$ cat config.mk
export PLATFORM = sky130hd
export DESIGN_NAME = pico_uart_rx_port_flat
export DESIGN_NICKNAME = d
export VERILOG_FILES = /design/src/rtl/pico_uart_rx_port_if.sv /design/src/rtl/pico_uart_rx_port.sv /design/src/flat_wrapper.sv
export SDC_FILE = /design/constraint.sdc
export NUM_CORES = 1
export LEC_CHECK = 0
export CELL_PAD_IN_SITES_DETAIL_PLACEMENT = 1
export CELL_PAD_IN_SITES_GLOBAL_PLACEMENT = 2
export CORE_ASPECT_RATIO = 1.1
export CORE_MARGIN = 8
export CORE_UTILIZATION = 45
export DETAILED_ROUTE_END_ITERATION = 7
export PLACE_DENSITY = 0.92
export SLEW_MARGIN = 15
export SYNTH_ARGS = -nofsm -noshare
export SYNTH_HDL_FRONTEND = slang
export SYNTH_SLANG_ARGS = --single-unit
export TNS_END_PERCENT = 50
$ cat constraint.sdc
create_clock -name clk -period 7.5 [get_ports clk]
set_input_delay 1.125 -clock clk [delete_from_list [all_inputs] [get_ports clk]]
set_output_delay 1.125 -clock clk [all_outputs]
set_load 0.03 [all_outputs]
$ cat src/rtl/pico_uart_rx_port_if.sv
// Processor-side port bundle for pico_uart_rx_port: KCPSM3 port address,
// read strobe and read data, plus the receive interrupt.
interface pico_uart_rx_port_if;
    logic [7:0] port_id;
    logic       read_strobe;
    logic [7:0] in_port;
    logic       rx_irq;

    modport master (
        output port_id,
        output read_strobe,
        input  in_port,
        input  rx_irq
    );

    modport slave (
        input  port_id,
        input  read_strobe,
        output in_port,
        output rx_irq
    );
endinterface

$ cat src/rtl/pico_uart_rx_port.sv
// 8N1 UART receiver with 16x oversampling, a small receive FIFO and a
// KCPSM3 port-mapped read interface (data port pops, status port clears flags).
module pico_uart_rx_port #(
    parameter int         DVSR        = 163,
    parameter int         DBIT        = 8,
    parameter int         SB_TICK     = 16,
    parameter int         FIFO_W      = 2,
    parameter logic [7:0] DATA_PORT   = 8'h00,
    parameter logic [7:0] STATUS_PORT = 8'h01
) (
    input  logic                 clk,
    input  logic                 reset,
    input  logic                 rx,
    pico_uart_rx_port_if.slave   bus
);

    localparam int         CW       = $clog2(DVSR);
    localparam int         NW       = $clog2(DBIT);
    localparam int         DEPTH    = 1 << FIFO_W;
    localparam logic [CW-1:0] TICK_MAX = CW'(DVSR - 1);
    localparam logic [3:0] SB_LAST  = 4'(SB_TICK - 1);
    localparam logic [NW-1:0] N_LAST = NW'(DBIT - 1);

    typedef enum logic [1:0] {
        ST_IDLE,
        ST_START,
        ST_DATA,
        ST_STOP
    } state_e;

    // ------------------------------------------------------------------
    // Synchroniser and oversample tick
    // ------------------------------------------------------------------
    logic [1:0]    sync_q, sync_d;
    logic [CW-1:0] cnt_q, cnt_d;
    logic          rx_s;
    logic          tick;

    assign rx_s = sync_q[1];
    assign tick = (cnt_q == TICK_MAX);

    always_comb begin
        sync_d = {sync_q[0], rx};
        cnt_d  = tick ? '0 : cnt_q + 1'b1;
    end

    // NOTE: every flop is updated with <= so all of them sample pre-edge
    // values; combinational blocks use = and never touch the _q signals.
    always_ff @(posedge clk or posedge reset) begin
        if (reset) begin
            sync_q <= 2'b11;
            cnt_q  <= '0;
        end else begin
            sync_q <= sync_d;
            cnt_q  <= cnt_d;
        end
    end

    // ------------------------------------------------------------------
    // Receive FSM: state register / next state / outputs
    // ------------------------------------------------------------------
    state_e          state_q, state_d;
    logic [3:0]      s_q, s_d;
    logic [NW-1:0]   n_q, n_d;
    logic [DBIT-1:0] b_q, b_d;
    logic            done;
    logic            frame_set;

    always_ff @(posedge clk or posedge reset) begin
        if (reset) begin
            state_q <= ST_IDLE;
            s_q     <= '0;
            n_q     <= '0;
            b_q     <= '0;
        end else begin
            state_q <= state_d;
            s_q     <= s_d;
            n_q     <= n_d;
            b_q     <= b_d;
        end
    end

    // NOTE: each output gets a default before the case so that no path
    // leaves it unassigned, which would otherwise infer a latch.
    always_comb begin
        state_d = state_q;
        s_d     = s_q;
        n_d     = n_q;
        b_d     = b_q;
        unique case (state_q)
            ST_IDLE: begin
                if (!rx_s) begin
                    state_d = ST_START;
                    s_d     = '0;
                end
            end
            ST_START: begin
                if (tick) begin
                    if (s_q == 4'd7) begin
                        // Mid-start re-check rejects glitches shorter than half a bit.
                        if (!rx_s) begin
                            state_d = ST_DATA;
                            s_d     = '0;
                            n_d     = '0;
                        end else begin
                            state_d = ST_IDLE;
                        end
                    end else begin
                        s_d = s_q + 4'd1;
                    end
                end
            end
            ST_DATA: begin
                if (tick) begin
                    if (s_q == 4'd15) begin
                        s_d = '0;
                        b_d = {rx_s, b_q[DBIT-1:1]};
                        if (n_q == N_LAST) begin
                            state_d = ST_STOP;
                        end else begin
                            n_d = n_q + 1'b1;
                        end
                    end else begin
                        s_d = s_q + 4'd1;
                    end
                end
            end
            ST_STOP: begin
                if (tick) begin
                    if (s_q == SB_LAST) begin
                        state_d = ST_IDLE;
                    end else begin
                        s_d = s_q + 4'd1;
                    end
                end
            end
            default: state_d = ST_IDLE;
        endcase
    end

    always_comb begin
        done      = 1'b0;
        frame_set = 1'b0;
        if (state_q == ST_STOP && tick && s_q == SB_LAST) begin
            done      = rx_s;
            frame_set = !rx_s;
        end
    end

    // ------------------------------------------------------------------
    // Receive FIFO and sticky flags
    // ------------------------------------------------------------------
    logic [7:0]        mem_q [DEPTH];
    logic [FIFO_W-1:0] wr_ptr_q, wr_ptr_d;
    logic [FIFO_W-1:0] rd_ptr_q, rd_ptr_d;
    logic              full_q, full_d;
    logic              empty_q, empty_d;
    logic              overrun_q, overrun_d;
    logic              frame_err_q, frame_err_d;
    logic              rx_irq_q, rx_irq_d;
    logic              pop;
    logic              push;
    logic              status_rd;

    assign pop       = bus.read_strobe && (bus.port_id == DATA_PORT) && !empty_q;
    assign status_rd = bus.read_strobe && (bus.port_id == STATUS_PORT);
    // A same-cycle pop frees the slot, so a full FIFO still accepts the byte.
    assign push      = done && (!full_q || pop);

    always_comb begin
        wr_ptr_d    = push ? wr_ptr_q + 1'b1 : wr_ptr_q;
        rd_ptr_d    = pop  ? rd_ptr_q + 1'b1 : rd_ptr_q;
        full_d      = full_q;
        empty_d     = empty_q;
        unique case ({push, pop})
            2'b10: begin
                empty_d = 1'b0;
                full_d  = (wr_ptr_d == rd_ptr_q);
            end
            2'b01: begin
                full_d  = 1'b0;
                empty_d = (rd_ptr_d == wr_ptr_q);
            end
            default: ;
        endcase
        overrun_d   = (done && full_q && !pop) || (overrun_q && !status_rd);
        frame_err_d = frame_set || (frame_err_q && !status_rd);
        rx_irq_d    = !empty_q;
    end

    always_ff @(posedge clk or posedge reset) begin
        if (reset) begin
            wr_ptr_q    <= '0;
            rd_ptr_q    <= '0;
            full_q      <= 1'b0;
            empty_q     <= 1'b1;
            overrun_q   <= 1'b0;
            frame_err_q <= 1'b0;
            rx_irq_q    <= 1'b0;
        end else begin
            wr_ptr_q    <= wr_ptr_d;
            rd_ptr_q    <= rd_ptr_d;
            full_q      <= full_d;
            empty_q     <= empty_d;
            overrun_q   <= overrun_d;
            frame_err_q <= frame_err_d;
            rx_irq_q    <= rx_irq_d;
        end
    end

    // NOTE: the storage array is deliberately not reset; the empty flag
    // masks stale entries, and leaving it reset-free lets it map to RAM.
    always_ff @(posedge clk) begin
        if (push) begin
            mem_q[wr_ptr_q] <= 8'(b_q);
        end
    end

    // ------------------------------------------------------------------
    // Port-mapped read data
    // ------------------------------------------------------------------
    always_comb begin
        bus.in_port = 8'h00;
        if (bus.port_id == DATA_PORT) begin
            if (!empty_q) begin
                bus.in_port = mem_q[rd_ptr_q];
            end
        end else if (bus.port_id == STATUS_PORT) begin
            bus.in_port = {4'b0000, frame_err_q, overrun_q, full_q, !empty_q};
        end
    end

    assign bus.rx_irq = rx_irq_q;

endmodule

$ cat src/flat_wrapper.sv
// flat-port wrapper written by rule: the top's interface ports become plain ports
module pico_uart_rx_port_flat 
#(
    parameter int         DVSR        = 163,
    parameter int         DBIT        = 8,
    parameter int         SB_TICK     = 16,
    parameter int         FIFO_W      = 2,
    parameter logic [7:0] DATA_PORT   = 8'h00,
    parameter logic [7:0] STATUS_PORT = 8'h01
)
  (clk, reset, rx, bus_port_id, bus_read_strobe, bus_in_port, bus_rx_irq);
  pico_uart_rx_port_if bus_i ();
  input  logic clk;
  input  logic reset;
  input  logic rx;
  input wire logic [$bits(bus_i.port_id)-1:0] bus_port_id;
  input wire logic [$bits(bus_i.read_strobe)-1:0] bus_read_strobe;
  output wire logic [$bits(bus_i.in_port)-1:0] bus_in_port;
  output wire logic [$bits(bus_i.rx_irq)-1:0] bus_rx_irq;
  assign bus_i.port_id = bus_port_id;
  assign bus_i.read_strobe = bus_read_strobe;
  assign bus_in_port = bus_i.in_port;
  assign bus_rx_irq = bus_i.rx_irq;
  pico_uart_rx_port #(.DVSR(DVSR), .DBIT(DBIT), .SB_TICK(SB_TICK), .FIFO_W(FIFO_W), .DATA_PORT(DATA_PORT), .STATUS_PORT(STATUS_PORT)) u_core (.clk(clk), .reset(reset), .rx(rx), .bus(bus_i));
endmodule
==> metrics.txt, run 1 <==
# TYPE chip_impl_metric gauge
chip_impl_metric{name="worst_slack",unit="ns"} 2.94
chip_impl_metric{name="global_route_usage_over_all_layers",unit=""} 0.139
chip_impl_metric{name="cts_max_path_buffers",unit=""} 2
chip_impl_metric{name="final_period_minus_worst_setup_slack",unit="ns"} 4.56
chip_impl_metric{name="fmax",unit="MHz"} 219
chip_impl_metric{name="syn2layout_area_growth",unit="%"} 15.3
chip_impl_info{name="reg2reg_from",value="u_core.cnt_q[0]"} 1
chip_impl_metric{name="synthCells",unit=""} 244
chip_impl_info{name="crit_chain",value="clkdlybuf4s50_1, nor3_1, and3_1, and2_1, clkdlybuf4s50_1"} 1
chip_impl_info{name="layout.cells.most_common_list",value="33 x sky130_fd_sc_hd__dfrtp_1, 32 x sky130_fd_sc_hd__edfxtp_1, 20 x sky130_fd_sc_hd__clkdlybuf4s50_1"} 1
chip_impl_metric{name="post-synth-top-area-fraction",unit=""} 0.292
chip_impl_metric{name="hold_buffer_count_at_cts",unit=""} 0
chip_impl_info{name="run_status",value="finished, final reports clean"} 1
chip_impl_info{name="critical_path.slowest_cell",value="sky130_fd_sc_hd__clkdlybuf4s50_1"} 1
chip_impl_metric{name="regArea",unit="sq mm"} 0.00187
chip_impl_metric{name="clock-sinks",unit=""} 68
chip_impl_metric{name="dieWidth",unit="um"} 97.5
chip_impl_metric{name="post_synth_mux_area_share",unit=""} 0.111
chip_impl_metric{name="dr_wl_met3",unit="um"} 249
chip_impl_metric{name="antenna_found_initial",unit=""} 0
chip_impl_metric{name="fin_nets",unit=""} 299
chip_impl_metric{name="relSlewSlack",unit=""} 0.546
chip_impl_metric{name="hpwlAfterDp",unit="um"} 5030
chip_impl_metric{name="post_drt_via_cell_ratio",unit=""} 5.66
chip_impl_metric{name="drt_iter0_drc",unit=""} 54
chip_impl_metric{name="wirelength_routed",unit="um"} 6850
chip_impl_metric{name="pin_count",unit=""} 21
chip_impl_metric{name="initial_core_util",unit=""} 0.467
chip_impl_metric{name="cts_resized",unit=""} 0
chip_impl_metric{name="worst-slew-pin-transition",unit="ns"} 0.681
chip_impl_metric{name="power.density_cell_area",unit="mW/mm^2"} 192
chip_impl_metric{name="synth_simple_gate_area_share",unit=""} 0.135
chip_impl_metric{name="dieHeight",unit="um"} 106
chip_impl_metric{name="synth_seq_area_share",unit=""} 0.567
chip_impl_metric{name="routed-via-count",unit=""} 2050
chip_impl_info{name="hp-class",value="register to register"} 1
chip_impl_metric{name="timing.critical_path.fanout_max",unit=""} 9
chip_impl_metric{name="yosys.cell_types.count",unit=""} 53
chip_impl_metric{name="worst_path_largest_cell_delay",unit="ns"} 0.70
chip_impl_metric{name="synthesis.yosys.warnings",unit=""} 0
chip_impl_metric{name="setup-violations-final",unit=""} 0
chip_impl_metric{name="critical_path_required",unit="ns"} 6.38
chip_impl_info{name="crit_type",value="input pin to output port"} 1
chip_impl_info{name="worst_setup_path_endpoint",value="bus_in_port[7]"} 1
chip_impl_info{name="post_synth_main_area_contributors",value="sky130_fd_sc_hd__edfxtp_1 29%, sky130_fd_sc_hd__dfrtp_1 25%, sky130_fd_sc_hd__ha_1 5.7%"} 1
chip_impl_metric{name="post_synth_instance_area",unit="sq mm"} 0.00329
chip_impl_metric{name="synth_compound_gate_area_share",unit=""} 0.0745
chip_impl_metric{name="grt_start_max_net_pins",unit=""} 37
chip_impl_metric{name="met2_length",unit="um"} 3470
chip_impl_info{name="synthFlopType",value="sky130_fd_sc_hd__dfrtp_1"} 1
chip_impl_metric{name="worstSkewPairLatency",unit="ns"} 0.34
chip_impl_info{name="top_layer",value="met4"} 1
chip_impl_metric{name="post_synth.cell_area_avg",unit="sq um"} 13.5
chip_impl_metric{name="cap_viol_max_count",unit=""} 0
chip_impl_metric{name="ctsHtreeMaxLevel",unit=""} 3
chip_impl_info{name="worst_r2r_endpoint",value="u_core.full_q"} 1
chip_impl_metric{name="postSynthNetCount",unit=""} 271
chip_impl_metric{name="die_area",unit="sq mm"} 0.0103
chip_impl_metric{name="finalCritPeriodShare",unit=""} 0.608
chip_impl_metric{name="postCtsSetupBuffers",unit=""} 0
chip_impl_metric{name="synthAdderAreaFrac",unit=""} 0.0570
chip_impl_metric{name="pre_cts_ws",unit="ns"} 2.95
chip_impl_info{name="crit_path_frequent_cell",value="sky130_fd_sc_hd__clkdlybuf4s50_1"} 1
chip_impl_metric{name="global_route_wire_length_before_repair",unit="um"} 11500
chip_impl_metric{name="timing.critical_path.arrival",unit="ns"} 3.43
chip_impl_metric{name="power.total",unit="uW"} 730
chip_impl_metric{name="io_buffer_count",unit=""} 20
chip_impl_metric{name="cts_inserted_buffers",unit=""} 9
chip_impl_metric{name="remaining_drc_errors",unit=""} 0
chip_impl_info{name="rsz0062_at_grt",value="no"} 1
chip_impl_metric{name="antenna_cells",unit=""} 0
chip_impl_metric{name="async_reset_ff_frac",unit=""} 0.529
chip_impl_metric{name="ys_seq_elements",unit=""} 68
chip_impl_metric{name="fill_cells",unit=""} 707
chip_impl_metric{name="synth_enable_flop_cells",unit=""} 32
chip_impl_info{name="tritoncts_clock_tree",value="built"} 1
chip_impl_metric{name="final_layout_size_suffix_gt1_frac",unit=""} 0.177
chip_impl_metric{name="timing_hold_violations_final",unit=""} 0
chip_impl_metric{name="first_global_vias",unit=""} 2263
chip_impl_metric{name="postRouteAntennaNets",unit=""} 0
chip_impl_metric{name="floorplan.core_area",unit="sq mm"} 0.00705
chip_impl_info{name="clock_tree.root_cell",value="sky130_fd_sc_hd__clkbuf_8"} 1
chip_impl_metric{name="placementRows",unit=""} 32
chip_impl_metric{name="first_pass_iters",unit=""} 4
chip_impl_metric{name="maxSlewViolCount",unit=""} 0
chip_impl_info{name="startpoint",value="bus_port_id[1]"} 1
chip_impl_info{name="start_kind",value="input pin"} 1
chip_impl_metric{name="post_synth_xor_xnor_area",unit=""} 0.0319
chip_impl_metric{name="timing.reg2reg.setup_slack",unit="ns"} 4.57
chip_impl_info{name="main_combinational_cell_family_by_area_after_synthesis",value="simple AND/OR/NAND/NOR gates"} 1
chip_impl_info{name="layout_commonest_cell",value="sky130_fd_sc_hd__dfrtp_1"} 1
chip_impl_info{name="endpoint_kind",value="output port"} 1
chip_impl_info{name="yosysTopAreaCell",value="sky130_fd_sc_hd__edfxtp_1"} 1
chip_impl_metric{name="vdd_drop_max",unit="mV"} 0.127
chip_impl_metric{name="clock_skew",unit="ns"} 0.0106
chip_impl_metric{name="ff2ff_path_depth",unit=""} 11
chip_impl_metric{name="gp_congestion",unit=""} 0.745
chip_impl_metric{name="p_leak",unit="uW"} 0.00166
chip_impl_metric{name="multiInputGateArea",unit="sq mm"} 0.00135
chip_impl_metric{name="clock_pin_slew_worst_setup_and_hold_paths",unit="ns"} 0.07
chip_impl_metric{name="global_route.overflow_total",unit=""} 0
chip_impl_metric{name="wire_per_inst",unit="um"} 18.9
chip_impl_metric{name="total_negative_setup_slack",unit="ns"} 0
chip_impl_metric{name="wl_met1",unit="um"} 3000
-- per-layer routing --
layer | up-vias | global-route usage
met5 | - | 0
met4 | 0 | 0.0661
met3 | 11 | 0.0281
met2 | 45 | 0.240
met1 | 1030 | 0.162
li1 | 964 | -
-- logic make-up after synthesis --
kind of cell / Yosys count
xor+xnor: 12
fa+ha+maj: 15
compound gates: 28
flops: 68
buf+inv: 21
mux: 25
simple gates: 75
-- area by class of cell --
| class | count | share of cell area |
|---|---|---|
| sequential | 68 | 0.492 |
| clock inverter | 7 | 0.0218 |
| inverter | 17 | 0.0168 |
| timing repair buffer | 21 | 0.0547 |
| multi-input combinational | 155 | 0.354 |
| clock buffer | 9 | 0.0326 |
| tap | 85 | 0.0280 |
-- power breakdown --
group,leakage [uW],internal [uW],switching (uW)
Combinational,0.000732,11.2,9.32
Sequential,0.000824,390,7.14
Clock,0.0000988,159,153
Total,0.00166,560,170
-- worst min-delay path by stage --
stage / start / end / depth (start not counted)
2_1_floorplan: u_core.sync_q[0] / u_core.sync_q[1] / 0
3_3_place_gp: u_core.sync_q[0] / u_core.sync_q[1] / 0
3_5_place_dp: u_core.sync_q[0] / u_core.sync_q[1] / 0
4_1_cts: u_core.sync_q[0] / u_core.sync_q[1] / 0
5_1_grt: u_core.sync_q[0] / u_core.sync_q[1] / 0
6_report: u_core.sync_q[0] / u_core.sync_q[1] / 0
-- cell usage after synthesis, types with 5 or more instances --
library cell / count
sky130_fd_sc_hd__a22o_1: 5
sky130_fd_sc_hd__and2_1: 8
sky130_fd_sc_hd__and3_1: 5
sky130_fd_sc_hd__dfrtp_1: 33
sky130_fd_sc_hd__edfxtp_1: 32
sky130_fd_sc_hd__ha_1: 15
sky130_fd_sc_hd__inv_1: 17
sky130_fd_sc_hd__mux2_2: 9
sky130_fd_sc_hd__mux2i_1: 6
sky130_fd_sc_hd__mux4_2: 8
sky130_fd_sc_hd__nand2_1: 14
sky130_fd_sc_hd__nand3_1: 11
sky130_fd_sc_hd__nor2_1: 11
sky130_fd_sc_hd__nor3_1: 5
sky130_fd_sc_hd__xnor2_1: 6
sky130_fd_sc_hd__xor2_1: 6
-- per-stage QoR --
stage | cells | utilization | area [sq um] | hold WS [ns]
global placement | 346 | 0.509 | 3590 | 0.350
detailed placement | 346 | 0.509 | 3590 | 0.349
CTS | 362 | 0.539 | 3790 | 0.360
global route | 362 | 0.539 | 3790 | 0.362
floorplan | 244 | - | 3290 | 0.345
finish | 362 | 0.539 | 3790 | 0.359
-- state kept, by name, summed over array words and instances, names as in the netlist, 2 cells and up, named ones only --
name             cells
u_core.b_q           8
u_core.cnt_q         8
u_core.mem_q        32
u_core.n_q           3
u_core.rd_ptr_q      2
u_core.s_q           4
u_core.sync_q        2
u_core.wr_ptr_q      2
-- critical path: cells and delay by family --
| kind | cells | cell delay, ns |
|---|---|---|
| buf+inv | 2 | 1.10 |
| simple gates | 3 | 1.20 |
(Power assumes the default switching activity.)
==> inputs of run 2 (changes only) <==
CORE_UTILIZATION = 42   (was 45)
PLACE_DENSITY = 0.87   (was 0.92)
clock period = 4.2 ns   (was 7.5 ns; I/O delays follow)
==> run 2 against run 1 <==
Compared with the run above:
- global-route usage fell by 0.93 points
- cell area shrank 0.33%
- largest power group unchanged
- clock power is 47% higher
- critical path depth is the same
- sequential power up 79%
- core utilization fell by 5.0 points
==> metrics.txt, run 2 (same netlist as run 1, synthesis figures left out) <==
# TYPE chip_impl_metric gauge
chip_impl_info{name="run_status",value="finished, final reports clean"} 1
chip_impl_metric{name="routed-via-count",unit=""} 2051
chip_impl_metric{name="fmax",unit="MHz"} 280
chip_impl_metric{name="timing.reg2reg.setup_slack",unit="ns"} 1.25
chip_impl_metric{name="multiInputGateArea",unit="sq mm"} 0.00135
chip_impl_metric{name="postRouteAntennaNets",unit=""} 0
chip_impl_metric{name="clock-sinks",unit=""} 68
chip_impl_metric{name="syn2layout_area_growth",unit="%"} 14.9
chip_impl_metric{name="worst-slew-pin-transition",unit="ns"} 0.680
chip_impl_metric{name="final_util",unit=""} 0.489
chip_impl_info{name="layout.cells.most_common_list",value="33 x sky130_fd_sc_hd__dfrtp_1, 32 x sky130_fd_sc_hd__edfxtp_1, 20 x sky130_fd_sc_hd__clkdlybuf4s50_1"} 1
chip_impl_metric{name="fill_cells",unit=""} 835
chip_impl_info{name="hp-class",value="register to register"} 1
chip_impl_metric{name="io_buffer_count",unit=""} 20
chip_impl_info{name="tritoncts_clock_tree",value="built"} 1
chip_impl_info{name="clock_tree.root_cell",value="sky130_fd_sc_hd__clkbuf_8"} 1
chip_impl_info{name="layout_commonest_cell",value="sky130_fd_sc_hd__dfrtp_1"} 1
chip_impl_metric{name="die_area",unit="sq mm"} 0.0109
chip_impl_metric{name="clock_skew",unit="ns"} 0.00717
chip_impl_metric{name="antenna_found_initial",unit=""} 0
chip_impl_metric{name="final_period_minus_worst_setup_slack",unit="ns"} 3.58
chip_impl_metric{name="ff2ff_path_depth",unit=""} 11
chip_impl_metric{name="cts_resized",unit=""} 0
chip_impl_metric{name="total_negative_setup_slack",unit="ns"} 0
chip_impl_metric{name="global_route_wire_length_before_repair",unit="um"} 11100
chip_impl_metric{name="ctsHtreeMaxLevel",unit=""} 3
chip_impl_info{name="top_usage_layer",value="met2"} 1
chip_impl_metric{name="setup-violations-final",unit=""} 0
chip_impl_metric{name="timing.critical_path.arrival",unit="ns"} 2.95
chip_impl_metric{name="placed_area",unit="sq mm"} 0.00362
chip_impl_info{name="startpoint",value="bus_port_id[5]"} 1
chip_impl_info{name="start_kind",value="input pin"} 1
chip_impl_metric{name="dieHeight",unit="um"} 109
chip_impl_metric{name="hpwlAfterDp",unit="um"} 4700
chip_impl_metric{name="power.density_cell_area",unit="mW/mm^2"} 319
chip_impl_metric{name="hold_buffer_count_at_cts",unit=""} 0
chip_impl_metric{name="maxSlewViolCount",unit=""} 0
chip_impl_metric{name="dieWidth",unit="um"} 100
chip_impl_info{name="worst_setup_path_endpoint",value="bus_in_port[6]"} 1
chip_impl_metric{name="final_layout_size_suffix_gt1_frac",unit=""} 0.174
chip_impl_metric{name="critical_path_required",unit="ns"} 3.57
chip_impl_metric{name="finalCritPeriodShare",unit=""} 0.851
chip_impl_info{name="crit_type",value="input pin to output port"} 1
chip_impl_metric{name="antenna_cells",unit=""} 0
chip_impl_metric{name="first_pass_iters",unit=""} 4
chip_impl_metric{name="regArea",unit="sq mm"} 0.00187
chip_impl_metric{name="timing_hold_violations_final",unit=""} 0
chip_impl_metric{name="gp_congestion",unit=""} 0.718
chip_impl_metric{name="p_leak",unit="uW"} 0.00163
chip_impl_metric{name="grt.met3_usage",unit=""} 0.0390
chip_impl_metric{name="pin_count",unit=""} 21
chip_impl_info{name="registers.top_by_ff_count",value="u_core.mem_q"} 1
chip_impl_metric{name="fin_area",unit="sq mm"} 0.00378
chip_impl_metric{name="global_route_usage_over_all_layers",unit=""} 0.130
chip_impl_metric{name="remaining_drc_errors",unit=""} 0
chip_impl_info{name="largest_registers",value="u_core.mem_q: 32 flops, u_core.b_q: 8 flops, u_core.cnt_q: 8 flops"} 1
chip_impl_metric{name="post_drt_via_cell_ratio",unit=""} 5.34
chip_impl_info{name="reg2reg_from",value="u_core.cnt_q[0]"} 1
chip_impl_info{name="endpoint_kind",value="output port"} 1
chip_impl_metric{name="cts_inserted_buffers",unit=""} 9
chip_impl_metric{name="cap_viol_max_count",unit=""} 0
chip_impl_metric{name="relSlewSlack",unit=""} 0.546
chip_impl_metric{name="wirelength_routed",unit="um"} 6520
chip_impl_metric{name="largest_reg_flops",unit=""} 32
chip_impl_metric{name="first_global_vias",unit=""} 2219
chip_impl_metric{name="gr-usage-met1",unit=""} 0.148
chip_impl_metric{name="worstSkewPairLatency",unit="ns"} 0.34
chip_impl_metric{name="grtUsageMet2",unit=""} 0.224
chip_impl_metric{name="drt_iter0_drc",unit=""} 43
chip_impl_metric{name="grt_start_max_net_pins",unit=""} 37
chip_impl_metric{name="floorplan.core_area",unit="sq mm"} 0.00774
chip_impl_metric{name="initial_core_util",unit=""} 0.425
chip_impl_info{name="worst_r2r_endpoint",value="u_core.full_q"} 1
chip_impl_metric{name="cts_max_path_buffers",unit=""} 2
chip_impl_info{name="rsz0062_at_grt",value="no"} 1
chip_impl_metric{name="vdd_drop_max",unit="mV"} 0.128
chip_impl_metric{name="postCtsSetupBuffers",unit=""} 0
chip_impl_metric{name="placementRows",unit=""} 34
chip_impl_metric{name="global_route.overflow_total",unit=""} 0
chip_impl_metric{name="fin_nets",unit=""} 299
chip_impl_metric{name="clock_pin_slew_worst_setup_and_hold_paths",unit="ns"} 0.07
chip_impl_metric{name="timing.critical_path.fanout_max",unit=""} 9
chip_impl_metric{name="wire_per_inst",unit="um"} 17.0
-- run 2: metrics by stage --
stage / setup slack (ns) / hold WS [ns] / cells / total power, uW
2_1_floorplan: 1.51 / 0.345 / 244 / 740
3_3_place_gp: 0.704 / 0.352 / 369 / 759
3_5_place_dp: 0.592 / 0.351 / 369 / 760
4_1_cts: 0.600 / 0.361 / 384 / 1220
5_1_grt: 0.443 / 0.363 / 384 / 1250
6_report: 0.625 / 0.359 / 384 / 1210
-- run 2: metal layers --
metal / part of all wire / wire length, um
met1: 0.44 / 2850
met2: 0.51 / 3340
met3: 0.036 / 232
met4: 0.015 / 99
met5: 0 / 0
-- run 2: cell type report --
class,count,share of cell area
flip-flops and latches,68,0.493
clock buffers,9,0.0327
well taps,108,0.0357
multi-input cells,155,0.356
inverters,17,0.0169
clock inverters,6,0.0109
repair buffers,21,0.0549
-- run 2: how the worst min path moves through the flow --
stage	startpoint	endpoint	slack, ns	cells after the start
after floorplan	u_core.sync_q[0]	u_core.sync_q[1]	0.35	0
after global placement	u_core.sync_q[0]	u_core.sync_q[1]	0.35	0
after detailed placement	u_core.sync_q[0]	u_core.sync_q[1]	0.35	0
after CTS	u_core.sync_q[0]	u_core.sync_q[1]	0.36	0
after global routing	u_core.sync_q[0]	u_core.sync_q[1]	0.36	0
final	u_core.sync_q[0]	u_core.sync_q[1]	0.36	0
-- run 2: worst max-delay path, stage by stage --
cell	delay [ns]
sky130_fd_sc_hd__clkdlybuf4s50_1	0.41
sky130_fd_sc_hd__nor4_2	0.53
sky130_fd_sc_hd__and3_1	0.48
sky130_fd_sc_hd__and2_1	0.20
sky130_fd_sc_hd__clkdlybuf4s50_1	0.69
-- run 2: where the power goes --
part           switching (uW)  internal (uW)  total, uW
Sequential               12.8            696        709
Combinational            16.5           20.0       36.5
Clock                     251            210        461
==> inputs of run 3 (changes only) <==
GPL_ROUTABILITY_DRIVEN = 0   (was unset)
GPL_TIMING_DRIVEN = 0   (was unset)
==> run 3 against run 2 <==
Compared with the run above:
- fmax is 6.0% lower
- clock skew is 0.0019 ns higher
- critical endpoint is now bus_in_port[0]
- clock-buffer cell count stayed put
- die area stayed put
==> metrics.txt, run 3 (same netlist as run 1, synthesis figures left out) <==
# TYPE chip_impl_metric gauge
chip_impl_info{name="run_status",value="finished, final reports clean"} 1
chip_impl_info{name="hp-class",value="register to register"} 1
chip_impl_metric{name="power_report.internal_total",unit="uW"} 1050
chip_impl_info{name="endpoint_kind",value="output port"} 1
chip_impl_info{name="start_kind",value="input pin"} 1
chip_impl_metric{name="placed_cells_incl_taps",unit=""} 372
chip_impl_metric{name="worst-slew-pin-transition",unit="ns"} 0.768
chip_impl_metric{name="dieHeight",unit="um"} 109
chip_impl_metric{name="clock_pin_slew_worst_setup_and_hold_paths",unit="ns"} 0.07
chip_impl_metric{name="vdd_drop_max",unit="mV"} 0.138
chip_impl_metric{name="worstSkewPairLatency",unit="ns"} 0.34
chip_impl_metric{name="post_drt_via_cell_ratio",unit=""} 5.28
chip_impl_metric{name="global_route.overflow_total",unit=""} 0
chip_impl_metric{name="pwr-share-seq",unit=""} 0.525
chip_impl_metric{name="first_pass_iters",unit=""} 6
chip_impl_metric{name="clock-sinks",unit=""} 68
chip_impl_metric{name="cap_viol_max_count",unit=""} 0
chip_impl_metric{name="ff2ff_path_depth",unit=""} 11
chip_impl_metric{name="die_area",unit="sq mm"} 0.0109
chip_impl_metric{name="antenna_found_initial",unit=""} 0
chip_impl_metric{name="routed-via-count",unit=""} 2042
chip_impl_info{name="worst_r2r_endpoint",value="u_core.full_q"} 1
chip_impl_info{name="rsz0062_at_grt",value="no"} 1
chip_impl_metric{name="fmax",unit="MHz"} 263
chip_impl_metric{name="ctsHtreeMaxLevel",unit=""} 3
chip_impl_metric{name="largest_reg_flops",unit=""} 32
chip_impl_metric{name="clock_skew",unit="ns"} 0.00904
chip_impl_metric{name="cts_max_path_buffers",unit=""} 2
chip_impl_metric{name="power.density_cell_area",unit="mW/mm^2"} 348
chip_impl_metric{name="placementRows",unit=""} 34
chip_impl_metric{name="final.hold.worst_slack",unit="ns"} 0.361
chip_impl_metric{name="postRouteAntennaNets",unit=""} 0
chip_impl_metric{name="wirelength_routed",unit="um"} 6860
chip_impl_metric{name="total_switching_power",unit="uW"} 288
chip_impl_info{name="hp-start",value="u_core.sync_q[0]"} 1
chip_impl_info{name="layout_commonest_cell",value="sky130_fd_sc_hd__dfrtp_1"} 1
chip_impl_metric{name="io_buffer_count",unit=""} 20
chip_impl_metric{name="comb_power_share",unit=""} 0.033
chip_impl_metric{name="global_route_wire_length_before_repair",unit="um"} 11600
chip_impl_metric{name="antenna_cells",unit=""} 0
chip_impl_metric{name="setup-violations-final",unit=""} 0
chip_impl_metric{name="finish.cell_count_without_fillers",unit=""} 387
chip_impl_metric{name="timing.reg2reg.setup_slack",unit="ns"} 1.26
chip_impl_metric{name="global_route_usage_over_all_layers",unit=""} 0.137
chip_impl_metric{name="fin_nets",unit=""} 302
chip_impl_metric{name="remaining_drc_errors",unit=""} 0
chip_impl_metric{name="pin_count",unit=""} 21
chip_impl_metric{name="critical_path_required",unit="ns"} 3.57
chip_impl_metric{name="p_leak",unit="uW"} 0.00166
chip_impl_info{name="layout.cells.most_common_list",value="33 x sky130_fd_sc_hd__dfrtp_1, 32 x sky130_fd_sc_hd__edfxtp_1, 20 x sky130_fd_sc_hd__clkdlybuf4s50_1"} 1
chip_impl_info{name="whs_endpoint",value="u_core.sync_q[1]"} 1
chip_impl_info{name="clock_tree.root_cell",value="sky130_fd_sc_hd__clkbuf_8"} 1
chip_impl_info{name="registers.top_by_ff_count",value="u_core.mem_q"} 1
chip_impl_metric{name="final_period_minus_worst_setup_slack",unit="ns"} 3.80
chip_impl_metric{name="sw_frac_of_total",unit=""} 0.216
chip_impl_metric{name="first_global_vias",unit=""} 2218
chip_impl_metric{name="timing.critical_path.fanout_max",unit=""} 9
chip_impl_metric{name="dieWidth",unit="um"} 100
chip_impl_metric{name="cts_resized",unit=""} 0
chip_impl_metric{name="power.total",unit="uW"} 1340
chip_impl_metric{name="final_layout_size_suffix_gt1_frac",unit=""} 0.176
chip_impl_metric{name="grt_start_max_net_pins",unit=""} 37
chip_impl_metric{name="postCtsSetupBuffers",unit=""} 0
chip_impl_metric{name="hpwlAfterDp",unit="um"} 4670
chip_impl_metric{name="total_negative_setup_slack",unit="ns"} 0
chip_impl_metric{name="relSlewSlack",unit=""} 0.487
chip_impl_metric{name="finalCritPeriodShare",unit=""} 0.905
chip_impl_metric{name="cts_inserted_buffers",unit=""} 9
chip_impl_metric{name="wire_per_inst",unit="um"} 17.7
chip_impl_info{name="crit_type",value="input pin to output port"} 1
chip_impl_metric{name="min_path_cells",unit=""} 0
chip_impl_metric{name="floorplan.core_area",unit="sq mm"} 0.00774
chip_impl_metric{name="drt_iter0_drc",unit=""} 69
chip_impl_metric{name="initial_core_util",unit=""} 0.425
chip_impl_info{name="tritoncts_clock_tree",value="built"} 1
chip_impl_metric{name="hold_buffer_count_at_cts",unit=""} 0
chip_impl_metric{name="timing.critical_path.arrival",unit="ns"} 3.17
chip_impl_info{name="largest_registers",value="u_core.mem_q: 32 flops, u_core.b_q: 8 flops, u_core.cnt_q: 8 flops"} 1
chip_impl_metric{name="maxSlewViolCount",unit=""} 0
chip_impl_metric{name="timing_hold_violations_final",unit=""} 0
chip_impl_info{name="reg2reg_from",value="u_core.cnt_q[0]"} 1
chip_impl_metric{name="clock_power_share",unit=""} 0.442
chip_impl_metric{name="syn2layout_area_growth",unit="%"} 16.7
run 3: through the flow:
step	instance area [sq um]	utilization	worst slack, ns
floorplan	3290	-	1.51
detailed placement	3630	0.468	0.325
finish	3840	0.496	0.398
global placement	3630	0.468	0.379
CTS	3840	0.496	0.339
global route	3840	0.496	0.193
run 3: worst max-delay path: stages:
cell and delay [ns]:
sky130_fd_sc_hd__clkdlybuf4s50_1 0.40, sky130_fd_sc_hd__nor3_1 0.56, sky130_fd_sc_hd__and3_1 0.26, sky130_fd_sc_hd__clkbuf_1 0.36, sky130_fd_sc_hd__nand2_1 0.16, sky130_fd_sc_hd__o21ai_0 0.10
sky130_fd_sc_hd__clkdlybuf4s50_1 0.70
run 3: power by group through the flow:
stage / registers [uW] / clock network, uW / logic, uW
3_3_place_gp: 715 / 0 / 44.3
5_1_grt: 702 / 631 / 49.6
3_5_place_dp: 716 / 0 / 45.3
4_1_cts: 702 / 604 / 45.7
6_report: 702 / 590 / 44.5
2_1_floorplan: 714 / 0 / 26.1
run 3: layout make-up:
cell class / instances / area (sq um)
buffer: 4 / 16.3
clock buffer: 9 / 124
clock inverter: 6 / 88.8
fill: 799 / 3900
inverter: 17 / 63.8
multi-input combinational: 155 / 1350
sequential: 68 / 1870
tap: 108 / 135
timing repair buffer: 20 / 200
run 3: how the worst max path moves through the flow:
stage              startpoint  slack (ns)             end
6_report       bus_port_id[1]        0.40  bus_in_port[0]
5_1_grt        bus_port_id[1]        0.19  bus_in_port[0]
4_1_cts        bus_port_id[5]        0.34  bus_in_port[0]
3_5_place_dp   bus_port_id[5]        0.32  bus_in_port[0]
3_3_place_gp   bus_port_id[5]        0.38  bus_in_port[0]
2_1_floorplan  bus_port_id[5]        1.51   u_core.full_q
run 3: routing by layer:
metal / vias to the layer above / track usage / wire length, um
met3: 9 / 0.0358 / 220
met5: - / 0 / 0
met1: 1035 / 0.162 / 3120
met4: 0 / 0.0551 / 89
li1: 970 / - / -
met2: 28 / 0.235 / 3430
